[src/rtl/ecd_request_scheduler_pkg.sv]
// Shared types and constants for the ECD request scheduler.
`timescale 1ns/1ps
package ecd_request_scheduler_pkg;

    typedef enum logic [1:0] {
        ST_IDLE     = 2'd0,
        ST_SEND     = 2'd1,
        ST_WAIT_RSP = 2'd2,
        ST_DELIVER  = 2'd3
    } state_e;

    localparam logic MSG_AXIL_RSP = 1'b0;
    localparam logic MSG_EVENT    = 1'b1;

    localparam logic [7:0] TIMEOUT_CODE = 8'hFF;

    localparam int unsigned CNT_W   = 16;
    localparam int unsigned TIMER_W = 24;

    // Saturating increment for the status counters.
    function automatic logic [CNT_W-1:0] sat_inc(input logic [CNT_W-1:0] v);
        return (v == '1) ? v : v + CNT_W'(1);
    endfunction

endpackage

[src/rtl/ecd_request_scheduler_rr_arbiter.sv]
// Two-way round-robin arbiter: a tie goes to the requester not granted last.
`timescale 1ns/1ps
module ecd_rr_arbiter2 (
    input  logic       valid0,
    input  logic       valid1,
    input  logic       last_grant,
    output logic [1:0] sel_c
);

    always_comb begin
        sel_c = 2'b00;
        if (valid0 && valid1) begin
            sel_c = last_grant ? 2'b01 : 2'b10;
        end else if (valid0) begin
            sel_c = 2'b01;
        end else if (valid1) begin
            sel_c = 2'b10;
        end
    end

endmodule

[src/rtl/ecd_request_scheduler.sv]
// Single-outstanding request scheduler between two requesters and the ECD,
// with response routing, timeout synthesis and stray-response accounting.
`timescale 1ns/1ps
module ecd_request_scheduler
    import ecd_request_scheduler_pkg::*;
#(
    parameter int unsigned DATA_WIDTH     = 256,
    parameter int unsigned TIMEOUT_CYCLES = 100000
) (
    input  logic                  clk,
    input  logic                  reset,

    input  logic [DATA_WIDTH-1:0] AXIS_REQ0_TDATA,
    input  logic                  AXIS_REQ0_TVALID,
    output logic                  AXIS_REQ0_TREADY,

    input  logic [DATA_WIDTH-1:0] AXIS_REQ1_TDATA,
    input  logic                  AXIS_REQ1_TVALID,
    output logic                  AXIS_REQ1_TREADY,

    output logic [DATA_WIDTH-1:0] AXIS_TX_TDATA,
    output logic                  AXIS_TX_TVALID,
    input  logic                  AXIS_TX_TREADY,

    input  logic [DATA_WIDTH-1:0] AXIS_RSP_TDATA,
    input  logic                  AXIS_RSP_TVALID,
    output logic                  AXIS_RSP_TREADY,

    output logic [DATA_WIDTH-1:0] AXIS_RSP0_TDATA,
    output logic                  AXIS_RSP0_TVALID,
    input  logic                  AXIS_RSP0_TREADY,

    output logic [DATA_WIDTH-1:0] AXIS_RSP1_TDATA,
    output logic                  AXIS_RSP1_TVALID,
    input  logic                  AXIS_RSP1_TREADY,

    output logic                  busy,
    output logic [CNT_W-1:0]      timeout_count,
    output logic [CNT_W-1:0]      stray_count
);

    state_e              state_q;
    state_e              state_d;
    logic                last_grant_q;
    logic [TIMER_W-1:0]  timer_q;
    logic [1:0]          sel_c;
    logic                req_hs_c;
    logic                tx_hs_c;
    logic                rsp_hs_c;
    logic                out_hs_c;
    logic                expire_c;
    logic [DATA_WIDTH-1:0] rsp_word_c;

    ecd_rr_arbiter2 u_arb (
        .valid0     (AXIS_REQ0_TVALID),
        .valid1     (AXIS_REQ1_TVALID),
        .last_grant (last_grant_q),
        .sel_c      (sel_c)
    );

    // Ready signals are decoded straight from state; all held low in reset.
    always_comb begin
        AXIS_REQ0_TREADY = !reset && (state_q == ST_IDLE) && sel_c[0];
        AXIS_REQ1_TREADY = !reset && (state_q == ST_IDLE) && sel_c[1];
        AXIS_RSP_TREADY  = !reset && ((state_q == ST_IDLE) || (state_q == ST_WAIT_RSP));
    end

    assign req_hs_c   = (AXIS_REQ0_TVALID && AXIS_REQ0_TREADY) ||
                        (AXIS_REQ1_TVALID && AXIS_REQ1_TREADY);
    assign tx_hs_c    = AXIS_TX_TVALID && AXIS_TX_TREADY;
    assign rsp_hs_c   = AXIS_RSP_TVALID && AXIS_RSP_TREADY;
    assign out_hs_c   = (AXIS_RSP0_TVALID && AXIS_RSP0_TREADY) ||
                        (AXIS_RSP1_TVALID && AXIS_RSP1_TREADY);
    // Expiry on the TIMEOUT_CYCLES-th cycle spent in WAIT_RSP.
    assign expire_c   = (timer_q == TIMER_W'(TIMEOUT_CYCLES - 1));
    assign rsp_word_c = rsp_hs_c ? AXIS_RSP_TDATA : DATA_WIDTH'(TIMEOUT_CODE);

    always_comb begin
        state_d = state_q;
        case (state_q)
            ST_IDLE:     if (req_hs_c)             state_d = ST_SEND;
            ST_SEND:     if (tx_hs_c)              state_d = ST_WAIT_RSP;
            ST_WAIT_RSP: if (rsp_hs_c || expire_c) state_d = ST_DELIVER;
            ST_DELIVER:  if (out_hs_c)             state_d = ST_IDLE;
            default:                               state_d = ST_IDLE;
        endcase
    end

    // Control state: FSM, grant history, timer, valids and counters.
    always_ff @(posedge clk) begin
        if (reset) begin
            state_q          <= ST_IDLE;
            last_grant_q     <= 1'b1;
            timer_q          <= '0;
            timeout_count    <= '0;
            stray_count      <= '0;
            AXIS_TX_TVALID   <= 1'b0;
            AXIS_RSP0_TVALID <= 1'b0;
            AXIS_RSP1_TVALID <= 1'b0;
            busy             <= 1'b0;
        end else begin
            state_q <= state_d;
            busy    <= (state_d != ST_IDLE);
            case (state_q)
                ST_IDLE: begin
                    if (req_hs_c) begin
                        AXIS_TX_TVALID <= 1'b1;
                        last_grant_q   <= sel_c[1];
                    end
                    if (rsp_hs_c) begin
                        stray_count <= sat_inc(stray_count);
                    end
                end
                ST_SEND: begin
                    if (tx_hs_c) begin
                        AXIS_TX_TVALID <= 1'b0;
                        timer_q        <= '0;
                    end
                end
                ST_WAIT_RSP: begin
                    timer_q <= timer_q + TIMER_W'(1);
                    if (rsp_hs_c || expire_c) begin
                        if (last_grant_q) AXIS_RSP1_TVALID <= 1'b1;
                        else              AXIS_RSP0_TVALID <= 1'b1;
                    end
                    // A real response on the expiry cycle wins over the timeout.
                    if (expire_c && !rsp_hs_c) begin
                        timeout_count <= sat_inc(timeout_count);
                    end
                end
                ST_DELIVER: begin
                    if (out_hs_c) begin
                        AXIS_RSP0_TVALID <= 1'b0;
                        AXIS_RSP1_TVALID <= 1'b0;
                    end
                end
                default: ;
            endcase
        end
    end

    // Payload registers carry no reset; they are qualified by the valids.
    always_ff @(posedge clk) begin
        if (req_hs_c) begin
            AXIS_TX_TDATA <= sel_c[1] ? AXIS_REQ1_TDATA : AXIS_REQ0_TDATA;
        end
        if ((state_q == ST_WAIT_RSP) && (rsp_hs_c || expire_c)) begin
            if (last_grant_q) AXIS_RSP1_TDATA <= rsp_word_c;
            else              AXIS_RSP0_TDATA <= rsp_word_c;
        end
    end

endmodule

[config.mk]
export PLATFORM = sky130hd
export DESIGN_NAME = ecd_request_scheduler
export DESIGN_NICKNAME = d
export VERILOG_FILES = /design/src/rtl/ecd_request_scheduler_pkg.sv /design/src/rtl/ecd_request_scheduler_rr_arbiter.sv /design/src/rtl/ecd_request_scheduler.sv
export SDC_FILE = /design/constraint.sdc
export NUM_CORES = 1
export LEC_CHECK = 0
export ABC_AREA = 1
export BUFFER_PORTS_ARGS = -buffer_cell sky130_fd_sc_hd__buf_2
export CORE_AREA = 4 4 609 611
export DETAILED_ROUTE_END_ITERATION = 7
export DIE_AREA = 0 0 613 615
export SETUP_SLACK_MARGIN = 0.5
export SLEW_MARGIN = 25
export SYNTH_ARGS = -nofsm -noshare
export SYNTH_HDL_FRONTEND = slang
export SYNTH_SLANG_ARGS = --single-unit
export TNS_END_PERCENT = 10
[constraint.sdc]
create_clock -name clk -period 35.8 [get_ports clk]
set_clock_uncertainty 0.05 [all_clocks]
set_input_delay 1.79 -clock clk [delete_from_list [all_inputs] [get_ports clk]]
set_output_delay 1.79 -clock clk [all_outputs]
set_load 0.1 [all_outputs]
==> key figures, run 1 <==
Critical path
  • R2r startpoint: state_q[1]$_SDFF_PP0_
  • Critical-path cell with the highest stage delay: buf_4
  • Stages on the worst setup path: 10
  • Critical path launch point type: input pin
  • CP Buf/Inv Count: 8
  • Max stage delay on crit path: 0.82 ns
  • Worst-path maximum fanout: 65
  • Worst R2R End: AXIS_TX_TDATA[118]$_DFFE_PP_
  • Crit path capture type: flip-flop
  • Critical Path RT: 36.16 ns
  • WP data arrival: 6.36 ns
  • Worst Reg-to-Reg Cells: 8
  • Worst reg-to-reg setup slack: 30.62 ns
  • CP delay by family, top: buffers and inverters
  • Setup Crit Path Kind: input pin to flip-flop
  • Crit path top cell by count: buf_4
  • Critical-path cell list: buf_2, buf_4, nor3_1, inv_1, a21oi_4, buf_4, buf_4, buf_4, buf_4, buf_4

Routing
  • WL final: roughly 280,000 um
  • Wire length per cell: 32.1 um
  • DRC violation total after the first TritonRoute iteration: between 1,500 and 2,000
  • Via-to-Cell Ratio: ~2.9
  • Total number of vias: 24,895
  • DRC violations left: 0
  • Antenna-violating nets left: 0
  • DRT Pass-1 Iters: 6

Pwr
  • Pwr dens: 53.4 nW/um^2
  • Worst VDD drop: 33.7 uV
  • Lkg Pwr: ~20 nW

Finish
  • Sequential Area: 24,300 um^2
  • Nets: 4,577
  • Layout cells sized above 1: 53.0%
  • Finished Cell Area: between 40,000 and 50,000 um^2
  • Multi-input gate area: 6010 um^2
  • Area grow syn2layout: 54.0%
  • Filler Cell Count: 41,377

Die
  • FP Rows: 222
  • Core ar.: around 360,000 um^2
  • IO Pins: 1,583
  • Die X: 613 um
  • Die H: 615 um
  • Initial core utilization: under 10%
  • Die ar.: between 300,000 and 400,000 um^2

Synth
  • Largest family of logic cells by synthesized area: multiplexers
  • XOR/XNOR share of the synthesized area: 0.496%
  • Simple logic cell fraction of the synthesized area: 7.88%
  • Post-synthesis cell count: around 2,200
  • Synth Area in Compound Gates: 1.26%
  • Post-synthesis mux area share: 9.07%
  • Register area share after synthesis: 76.5%
  • Synth Area in Adders: 0.118%
  • Post-synth EDFFs: ~770
  • FF+latch count, synth: 831
  • Syn avg cell area: 14.7 um^2
  • Syn nets: a little under 3,000
  • Synthesized area: between 30,000 and 40,000 um^2
  • Synth Flop Type: edfxtp_1
  • Yosys warnings: 0
  • Synth unique cells: 37
  • Ys async rst share: 0%

Outcome
  • Status: finished clean

Placed design
  • Final Wtd Congestion: 0.957
  • Placed cell areas: 45,600 um^2
  • Final HPWL DP: 249,000 um
  • IO buf count: 1,582

Timing
  • RSZ-0062 raised after global routing: false
  • Slew of the pin with the lowest slew margin: 1.03 ns
  • Hold WS: 0.445 ns
  • Min Tclk post-route: 6.00 ns
  • Final Max Tran Viols: 0
  • Final hold violation count: 0
  • Peak Freq: 167 MHz
  • Slew headroom: 31.1%
  • Setup violators final: 0
  • Setup tns final: 0 ns
  • Period utilisation layout: 16.7%

Clock tree
  • CTS Hold Bufs: 0
  • Num Clock Sinks: about 830
  • H-tree levels: 3
  • CTS Buf Count: 101
  • Clk_lat worst skew: 0.81 ns
  • Max Root-Sink Buffers: 4
  • Register clock-pin slew on the reported worst setup and hold paths: about 0.06 ns
  • Post-cts sizing count: 0
  • Clk root buf: clkbuf_16
  • CTS tree: done
  • # Post-CTS Setup Buffers: 0

Global route
  • Vias in the first global route: ~24,000
  • Initial antenna violation count: 208
  • Grt total ovfl: 0
  • GRT Util Overall: ~14%
  • Global-route wire length before repair: 328,000 um
  • Largest net degree at the start of global routing: 109

Hold path
  • Worst Hold End: timer_q[0]$_SDFFE_PP0P_
  • Hold Crit Class: flip-flop to flip-flop
  • Hold depth: 1
  • Worst Min Path Start: timer_q[0]$_SDFFE_PP0P_

Job
  • Number of max-cap violations: 0
-- per-stage QoR --
stage / instances / power, mW / setup WS, ns / util (%)
finish: 8724 / 2.62 / 29.80 / 13.4
global route: 8704 / 2.72 / 29.54 / 13.4
CTS: 8691 / 2.67 / 29.90 / 13.4
detailed placement: 8511 / 1.61 / 28.95 / 12.5
global placement: 8511 / 1.61 / 28.94 / 12.5
floorplan: 2162 / 1.42 / 19.85 / -
-- logic make-up (layout without fill, tap and decap cells) --
kind of cell / count (synthesis) / count (layout)
other: 0 / 33
adder cells (fa/ha/maj): 3 / 3
AND/OR/NAND/NOR: 606 / 606
AO/OA/AOI/OAI: 70 / 70
flip-flops: 831 / 831
multiplexers: 256 / 256
buffers and inverters: 378 / 2091
XOR/XNOR: 18 / 18
-- cell usage after synthesis (2+ instances only) --
library cell,number,area [um^2]
clkbuf_1,38,143
nor2_4,4,45.0
edfxtp_1,768,23100
nor3_1,8,40.0
ha_1,3,37.5
xor2_1,12,105
o21ai_0,13,65.1
nand3b_1,2,15.0
nand4_1,17,106
inv_2,12,45.0
buf_2,25,125
a211oi_1,2,15.0
nand3_1,53,265
nand2_2,5,31.3
nor2_1,329,1230
or2_2,9,56.3
a21oi_1,36,180
xnor2_1,6,52.6
o21ai_1,5,25.0
nand2_4,2,22.5
a21oi_2,10,87.6
buf_6,2,22.5
buf_1,4,15.0
dfxtp_1,63,1260
mux2_2,256,2880
inv_1,295,1110
nand2_1,173,649
-- state kept, by name (all words and copies together), names as in the netlist --
register and flops:
AXIS_RSP0_TDATA 256, AXIS_RSP0_TVALID 1, AXIS_RSP1_TDATA 256, AXIS_RSP1_TVALID 1, AXIS_TX_TDATA 256, AXIS_TX_TVALID 1
busy 1, last_grant_q 1, state_q 2, stray_count 16, timeout_count 16, timer_q 24
-- power breakdown --
group | internal, mW | switching [mW]
Combinational | 0.0817 | 0.382
Clock | 0.591 | 0.447
Sequential | 1.10 | 0.0119
-- layer usage --
layer	global-route usage [%]	up-vias	wire length (um)
met5	0	-	317
met4	3.94	46	10100
met3	9.07	512	41700
met2	25.4	1606	141000
met1	13.2	11940	87300
li1	-	10791	-
-- how the worst max path moves through the flow --
stage,endpoint,start,slack (ns)
after floorplan,busy$_SDFF_PP0_,AXIS_REQ0_TVALID,19.85
after global placement,AXIS_TX_TDATA[129]$_DFFE_PP_,reset,28.94
after detailed placement,AXIS_TX_TDATA[129]$_DFFE_PP_,reset,28.95
after CTS,AXIS_TX_TDATA[124]$_DFFE_PP_,reset,29.90
after global routing,AXIS_TX_TDATA[93]$_DFFE_PP_,reset,29.54
final,AXIS_TX_TDATA[118]$_DFFE_PP_,reset,29.80
-- area by class of cell --
type                            count  area share [%]
Antenna cell                       33           0.169
Timing Repair Buffer             1604            16.6
Sequential cell                   831            49.7
Inverter                          307            2.38
Clock buffer                      117            5.29
Tap cell                         4816            12.3
Multi-Input combinational cell    953            12.3
Clock inverter                     63            1.31
-- cells in the final DEF, fill, tap and decap left out, types with 6 or more instances in the layout --
master and n:
mux2_2 256, nor3_1 8, inv_2 12, clkbuf_1 16, clkinv_1 19, nand2_1 171, edfxtp_1 768, inv_1 293
diode_2 33, dfxtp_1 63, clkbuf_16 101, clkinv_2 13, bufinv_16 10, nand4_1 17, nand3_1 53, or2_2 9
clkinvlp_4 6, a21oi_1 35, o21ai_0 13, a21oi_2 10, buf_2 1578, buf_4 24, nor2_1 329, inv_6 7
xor2_1 12, xnor2_1 6
Power figures use the tool's default switching activity.
==> run 2: changes to the inputs <==
clock period = 5.97 ns   (was 35.8 ns; I/O delays follow)
==> run 2 against run 1 <==
  * Count of clock-buffer cells in the layout is 4 lower
  * Sequential cell count did not move
  * Final cell count rose by 9.2%
  * Highest routed layer unchanged
  * Critical path depth is 5 lower
  * Critical endpoint is now AXIS_TX_TDATA[81]$_DFFE_PP_
==> key figures, run 2 (same netlist as run 1, synthesis figures left out) <==
Outcome
  • Status: finished clean

Timing
  • Final Max Tran Viols: 0 (unchanged)
  • Slew headroom: 27.7% (-3.4 points)
  • Period utilisation layout: 59.2%
  • Slew of the pin with the lowest slew margin: 1.09 ns (+0.0587 ns)
  • Setup violators final: 0 (unchanged)
  • Peak Freq: 283 MHz
  • Min Tclk post-route: 3.54 ns
  • Final hold violation count: 0 (unchanged)
  • Setup tns final: 0 ns (unchanged)
  • Hold WS: 0.0994 ns (-0.346 ns)
  • RSZ-0062 raised after global routing: false

Clock tree
  • H-tree levels: 3 (unchanged)
  • Clk_lat worst skew: 0.79 ns (-0.02 ns)
  • # Post-CTS Setup Buffers: 0 (unchanged)
  • Max Root-Sink Buffers: 4 (unchanged)
  • Register clock-pin slew on the reported worst setup and hold paths: 0.06 ns (about the same)
  • Clk root buf: clkbuf_16
  • CTS Hold Bufs: 771 (+771)
  • CTS tree: done
  • Num Clock Sinks: 831 (unchanged)
  • Post-cts sizing count: 0 (unchanged)
  • CTS Buf Count: 103 (+2.0%)

Die
  • Core ar.: 365,000 um^2 (unchanged)
  • Die X: 613 um (unchanged)
  • Initial core utilization: 8.71% (unchanged)
  • IO Pins: 1,583 (unchanged)
  • Die H: 615 um (unchanged)
  • FP Rows: 222 (unchanged)
  • Die ar.: 377,000 um^2 (unchanged)

Critical path
  • Worst-path maximum fanout: 62 (-4.6%)
  • Worst R2R End: AXIS_TX_TDATA[81]$_DFFE_PP_
  • WP data arrival: 3.99 ns (-2.37 ns)
  • Worst reg-to-reg setup slack: 2.43 ns (-28.19 ns)
  • Critical path launch point type: flip-flop
  • Critical Path RT: 6.43 ns (-29.73 ns)
  • Worst Reg-to-Reg Cells: 5 (-3)
  • Crit path capture type: flip-flop
  • R2r startpoint: last_grant_q$_SDFFE_PP1P_
  • Crit. Startpoint: last_grant_q$_SDFFE_PP1P_
  • Setup Crit Path Kind: flip-flop to flip-flop
  • Crit path capture: AXIS_TX_TDATA[81]$_DFFE_PP_

Global route
  • Initial antenna violation count: 177 (-15%)
  • Largest net degree at the start of global routing: 114 (+4.6%)
  • Global-route wire length before repair: 358,000 um (+9.2%)
  • Grt total ovfl: 0 (unchanged)
  • Vias in the first global route: 28,894 (+21%)
  • GRT Util Overall: 15.2% (+1.0 points)

Pwr
  • Lkg Pwr: 22.9 nW (+17%)
  • Clk pwr share: 38.6% (-1.1 points)
  • Switching power: 5.39 mW (+540%)
  • Sw Ratio: 32.6% (+0.48 points)
  • Int Power: 11.1 mW (+530%)
  • Seq pwr share: 40.5% (-2.1 points)
  • Worst VDD drop: 231 uV (+590%)
  • Logic pwr share: 20.9% (+3.2 points)
  • Pwr dens: 290 nW/um^2 (+440%)
  • Overall power: 16.5 mW (+530%)

Routing
  • DRC violations left: 0 (unchanged)
  • Total number of vias: 29,060 (+17%)
  • Via-to-Cell Ratio: 3.05 (+6.9%)
  • DRC violation total after the first TritonRoute iteration: 2,594 (+33%)
  • Wire length per cell: 31.5 um (-2.0%)
  • WL final: 300,000 um (+7.0%)
  • DRT Pass-1 Iters: 5 (-1)
  • Antenna-violating nets left: 0 (unchanged)

Finish
  • Biggest registers after layout: AXIS_RSP0_TDATA x256, AXIS_RSP1_TDATA x256, AXIS_TX_TDATA x256
  • Commonest non-fill, non-tap cell in the layout: buf_2
  • Nets: 5,347 (+17%)
  • Area grow syn2layout: 78.9%
  • Layout cells sized above 1: 44.4% (-8.6 points)
  • Most frequent cells in the layout: buf_2 (1,581), dlygate4sd3_1 (771), edfxtp_1 (768)
  • Finished Layout Cells: 9,523 (+9.2%)
  • Util after Layout: 15.6% (+2.2 points)

Placed design
  • Placed Instances: 8,508 (-0.035%)
  • Final HPWL DP: 260,000 um (+4.2%)
  • IO buf count: 1,582 (unchanged)
  • Final Wtd Congestion: 1.04 (+8.7%)

Hold path
  • Worst Min Path Start: reset
  • Hold Crit Class: input pin to flip-flop

Job
  • Number of max-cap violations: 0 (unchanged)
[run 2: worst min-delay path by stage]
stage	endpoint	slack, ns	cells past startpoint
floorplan	timer_q[7]$_SDFFE_PP0P_	0.40	1
global placement	timer_q[7]$_SDFFE_PP0P_	0.42	1
detailed placement	timeout_count[15]$_SDFFE_PP0P_	0.43	2
CTS	timeout_count[12]$_SDFFE_PP0P_	0.04	3
global route	timeout_count[12]$_SDFFE_PP0P_	0.08	3
finish	timeout_count[10]$_SDFFE_PP0P_	0.1	3
[run 2: layer usage]
layer / track usage, % / wire (um)
met5: 0 / 280
met4: 6.80 / 16300
met3: 7.73 / 36800
met2: 27.4 / 152000
met1: 14.2 / 94000
[run 2: layout make-up]
type,instances,area [um^2]
Tap cell,4816,6030
Antenna cell,63,158
Fill cell,40520,308000
Clock inverter,68,686
Multi-Input combinational cell,953,6020
Clock buffer,113,2620
Inverter,307,1160
Timing Repair Buffer,2372,15900
Sequential cell,831,24300
[run 2: power groups by stage]
| stage | clock network, mW | registers, mW | logic [mW] |
|---|---|---|---|
| 2_1_floorplan | 0 | 8.01 | 0.457 |
| 3_3_place_gp | 0 | 6.81 | 2.90 |
| 3_5_place_dp | 0 | 6.81 | 2.90 |
| 4_1_cts | 6.58 | 6.69 | 3.51 |
| 5_1_grt | 6.77 | 6.70 | 3.60 |
| 6_report | 6.37 | 6.69 | 3.45 |
[run 2: through the flow]
stage	setup WS [ns]	cell area [um^2]
after floorplan	0.453	31800
after global placement	2.54	45700
after detailed placement	2.53	45700
after CTS	2.50	56700
after global routing	2.31	56800
final	2.43	56900
[run 2: critical path: stages, from the launching register on]
cell and delay, ns:
dfxtp_1 0.36, nand2_1 0.10, nand2_4 0.73, buf_4 0.82
mux2_2 0.42, dlygate4sd3_1 0.57
==> run 3: changes to the inputs <==
ABC_AREA = 0   (was 1)
CORE_AREA = 4 4 621 623   (was 4 4 609 611)
DIE_AREA = 0 0 625 627   (was 0 0 613 615)
clock period = 3.19 ns   (was 5.97 ns; I/O delays follow)
==> run 3 against run 2 <==
  * Via count decreased by 5.2%
  * Global-route usage shrank 1.2 points
  * Count of clock-buffer cells in the layout is 5 higher
  * Synthesized cell count decreased by 19%
  * Maximum frequency increased by 31%
  * Sequential share of layout area is 0.054 points higher
  * Total power rose by 82%
  * Critical endpoint is now AXIS_TX_TDATA[206]$_DFFE_PP_
  * Highest routed layer unchanged
==> key figures, run 3 <==
Critical path
  • CP Buf/Inv Count: 3 (+1)
  • Critical Path RT: 3.71 ns (-2.72 ns)
  • WP data arrival: 3.22 ns (-0.77 ns)
  • Crit path capture type: flip-flop
  • Setup Crit Path Kind: flip-flop to flip-flop
  • Critical-path cell with the highest stage delay: dlygate4sd3_1
  • Max stage delay on crit path: 0.63 ns (-0.19 ns)
  • CP delay by family, top: buffers and inverters
  • Worst-path maximum fanout: 75 (+21%)
  • Critical-path cell list: a21boi_4, buf_12, buf_16, mux2_2, dlygate4sd3_1
  • Critical path launch point type: flip-flop

Die
  • IO Pins: 1,583 (unchanged)
  • Core ar.: 381,000 um^2 (+4.4%)
  • Die X: 625 um (+2.0%)
  • Die H: 627 um (+2.0%)
  • Initial core utilization: 8.16% (-0.55 points)
  • Die ar.: 392,000 um^2 (+3.9%)
  • FP Rows: 227 (+2.3%)

Timing
  • Slew of the pin with the lowest slew margin: 0.988 ns (-0.105 ns)
  • Slew headroom: 34.6% (+6.9 points)
  • Min Tclk post-route: 2.70 ns (-0.831 ns)
  • Setup violators final: 0 (unchanged)
  • Peak Freq: 370 MHz (+31%)
  • RSZ-0062 raised after global routing: true
  • Final Max Tran Viols: 0 (unchanged)
  • Setup slack after layout: 0.486 ns (-1.95 ns)
  • Setup tns final: 0 ns (unchanged)
  • Period utilisation layout: 84.8% (+26 points)
  • Final hold violation count: 0 (unchanged)

Synth
  • Top cells by area, synth: edfxtp_1 (74%), mux2_2 (9.5%), and3_1 (5.2%)
  • FF+latch count, synth: 831 (unchanged)
  • Syn avg cell area: 17.8 um^2 (+21%)
  • Synth unique cells: 54 (+46%)
  • Yosys warnings: 0 (unchanged)
  • List of most frequent post-synthesis cells: edfxtp_1 (768), mux2_2 (261), and3_1 (256)
  • Syn nets: 2,527 (-14%)
  • Synthesized area: 31,100 um^2 (-2.3%)
  • Most instantiated library cell after synthesis: edfxtp_1
  • Post-synthesis cell count: 1,748 (-19%)
  • Post-synth EDFFs: 768 (unchanged)
  • Post-synth top area share: 74.2% (+1.7 points)
  • Leading area contributor after synthesis: edfxtp_1
  • Register area share after synthesis: 78.3% (+1.8 points)
  • Synth Flop Type: edfxtp_1
  • Ys async rst share: 0% (unchanged)

Global route
  • M3 GR Usage: 5.38% (-2.3 points)
  • Grt total ovfl: 0 (unchanged)
  • Vias in the first global route: 27,031 (-6.4%)
  • Global-route wire length before repair: 343,000 um (-4.0%)
  • GRT Util Overall: 14.0% (-1.2 points)
  • Top Usage Layer GRT: met2
  • Initial antenna violation count: 205 (+16%)
  • Grt met2 use: 26.2% (-1.2 points)
  • Met1 Resource Use GR: 13.4% (-0.71 points)
  • Largest net degree at the start of global routing: 160 (+40%)

Finish
  • Layout cells sized above 1: 49.2% (+4.7 points)
  • Finished Cell Area: 56,800 um^2 (-0.12%)
  • Commonest non-fill, non-tap cell in the layout: buf_2
  • Area grow syn2layout: 82.8%
  • Biggest registers after layout: AXIS_RSP0_TDATA x256, AXIS_RSP1_TDATA x256, AXIS_TX_TDATA x256
  • Most frequent cells in the layout: buf_2 (1,580), dlygate4sd3_1 (776), edfxtp_1 (768)
  • Nets: 4,948 (-7.5%)
  • Filler Cell Count: 42,216 (+4.2%)

Pwr
  • Overall power: 30.1 mW (+82%)
  • Sw Ratio: 31.7% (-0.96 points)
  • Logic pwr share: 20.9% (about the same)
  • Worst VDD drop: 438 uV (+90%)
  • Pwr dens: 529 nW/um^2 (+82%)
  • Int Power: 20.5 mW (+85%)
  • Switching power: 9.51 mW (+77%)
  • Seq pwr share: 41.4% (+0.9 points)
  • Lkg Pwr: 22.3 nW (-2.9%)
  • Clk pwr share: 37.8% (-0.8 points)

Routing
  • Via-to-Cell Ratio: 2.95 (-3.2%)
  • DRT Pass-1 Iters: 5 (unchanged)
  • DRC violations left: 0 (unchanged)
  • WL final: 290,000 um (-3.2%)
  • Antenna-violating nets left: 0 (unchanged)
  • DRC violation total after the first TritonRoute iteration: 2,508 (-3.3%)
  • Wire length per cell: 31.1 um (-1.2%)
  • Total number of vias: 27,553 (-5.2%)

Placed design
  • IO buf count: 1,582 (unchanged)
  • Placed cell areas: 45,600 um^2 (-0.25%)
  • Final HPWL DP: 253,000 um (-2.6%)
  • Pre-CTS setup slack: 0.416 ns (-2.12 ns)
  • Final Wtd Congestion: 1.08 (+3.7%)

Clock tree
  • CTS tree: done
  • H-tree levels: 3 (unchanged)
  • Max Root-Sink Buffers: 4 (unchanged)
  • Clk root buf: clkbuf_16
  • CTS Buf Count: 101 (-1.9%)
  • Num Clock Sinks: 831 (unchanged)
  • Clk_lat worst skew: 0.81 ns (+0.02 ns)
  • Register clock-pin slew on the reported worst setup and hold paths: 0.06 ns (about the same)

Job
  • Number of max-cap violations: 0 (unchanged)

Hold path
  • Hold Crit Class: input pin to flip-flop

Outcome
  • Status: finished clean
## run 3: cell types whose count changed after synthesis, moves of 8 or more
| cell | change |
|---|---|
| a21oi_2 | -10 |
| and3_1 | +255 |
| and4_1 | +8 |
| clkbuf_1 | +33 |
| inv_1 | -281 |
| inv_2 | -12 |
| nand2_1 | -140 |
| nand3_1 | -39 |
| nor2_1 | -277 |
| o211ai_1 | +8 |
| o31ai_1 | +8 |
| or3_1 | +12 |
## run 3: stage by stage
stage / instances / hold slack, ns / util (%)
final: 9330 / 0.0628 / 14.9
after global routing: 9313 / 0.0771 / 14.9
after CTS: 9280 / 0.0170 / 14.8
after detailed placement: 8320 / 0.389 / 12.0
after global placement: 8320 / 0.385 / 12.0
after floorplan: 1748 / 0.271 / -
## run 3: cell type report
cell class	instances	area, um^2	share of cell area [%]
multi-input combinational	803	6350	11.2
clock inverter	65	562	0.989
tap	5038	6300	11.1
antenna	43	108	0.189
clock buffer	118	2630	4.64
sequential	831	24300	42.8
timing repair buffer	2418	16400	29.0
inverter	14	61.3	0.108
## run 3: timing repair
action | in CTS | in global routing
gates resized for setup | 3 | 6
pin swaps | 1 | 1
setup buffers | 1 | 3
hold buffers | 776 | 0
endpoints found under the hold margin | 788 | 0
cloned | 0 | 4
endpoints found under the setup margin | 377 | 343
## run 3: power by group through the flow
stage                     combinational [mW]  clock, mW  sequential [mW]
final                                   6.27       11.3             12.4
after global routing                    6.51       12.2             12.5
after CTS                               6.38       11.7             12.4
after detailed placement                5.17          0             12.7
after global placement                  5.17          0             12.7
after floorplan                        0.897          0             14.8
## run 3: worst reg2reg max path: stages, from the launching register on
cell           delay [ns]
dfxtp_1              0.38
a21boi_4             0.23
buf_12               0.21
buf_16               0.47
mux2_2               0.49
dlygate4sd3_1        0.63
## run 3: cell families after synthesis
group	Yosys count	synth area share, %
multiplexers	264	9.56
adder cells (fa/ha/maj)	3	0.121
XOR/XNOR	16	0.451
AND/OR/NAND/NOR	443	8.52
AO/OA/AOI/OAI	77	1.55
flip-flops	831	78.3
buffers and inverters	114	1.52
## run 3: final timing paths
check / startpoint / end / slack, ns / cells after the start
max: last_grant_q$_SDFFE_PP1P_ / AXIS_TX_TDATA[206]$_DFFE_PP_ / 0.49 / 5
min: AXIS_RSP0_TREADY / AXIS_RSP1_TVALID$_SDFFE_PP0P_ / 0.06 / 5
max reg2reg: last_grant_q$_SDFFE_PP1P_ / AXIS_TX_TDATA[206]$_DFFE_PP_ / 0.49 / 5
min reg2reg: timer_q[2]$_SDFFE_PP0P_ / timer_q[2]$_SDFFE_PP0P_ / 0.45 / 2
## run 3: metal layers
layer / share of wire [%] / vias up
met5: 0.072 / -
met4: 5.6 / 30
met3: 9.5 / 571
met2: 53 / 1791
met1: 32 / 13450
li1: - / 11711
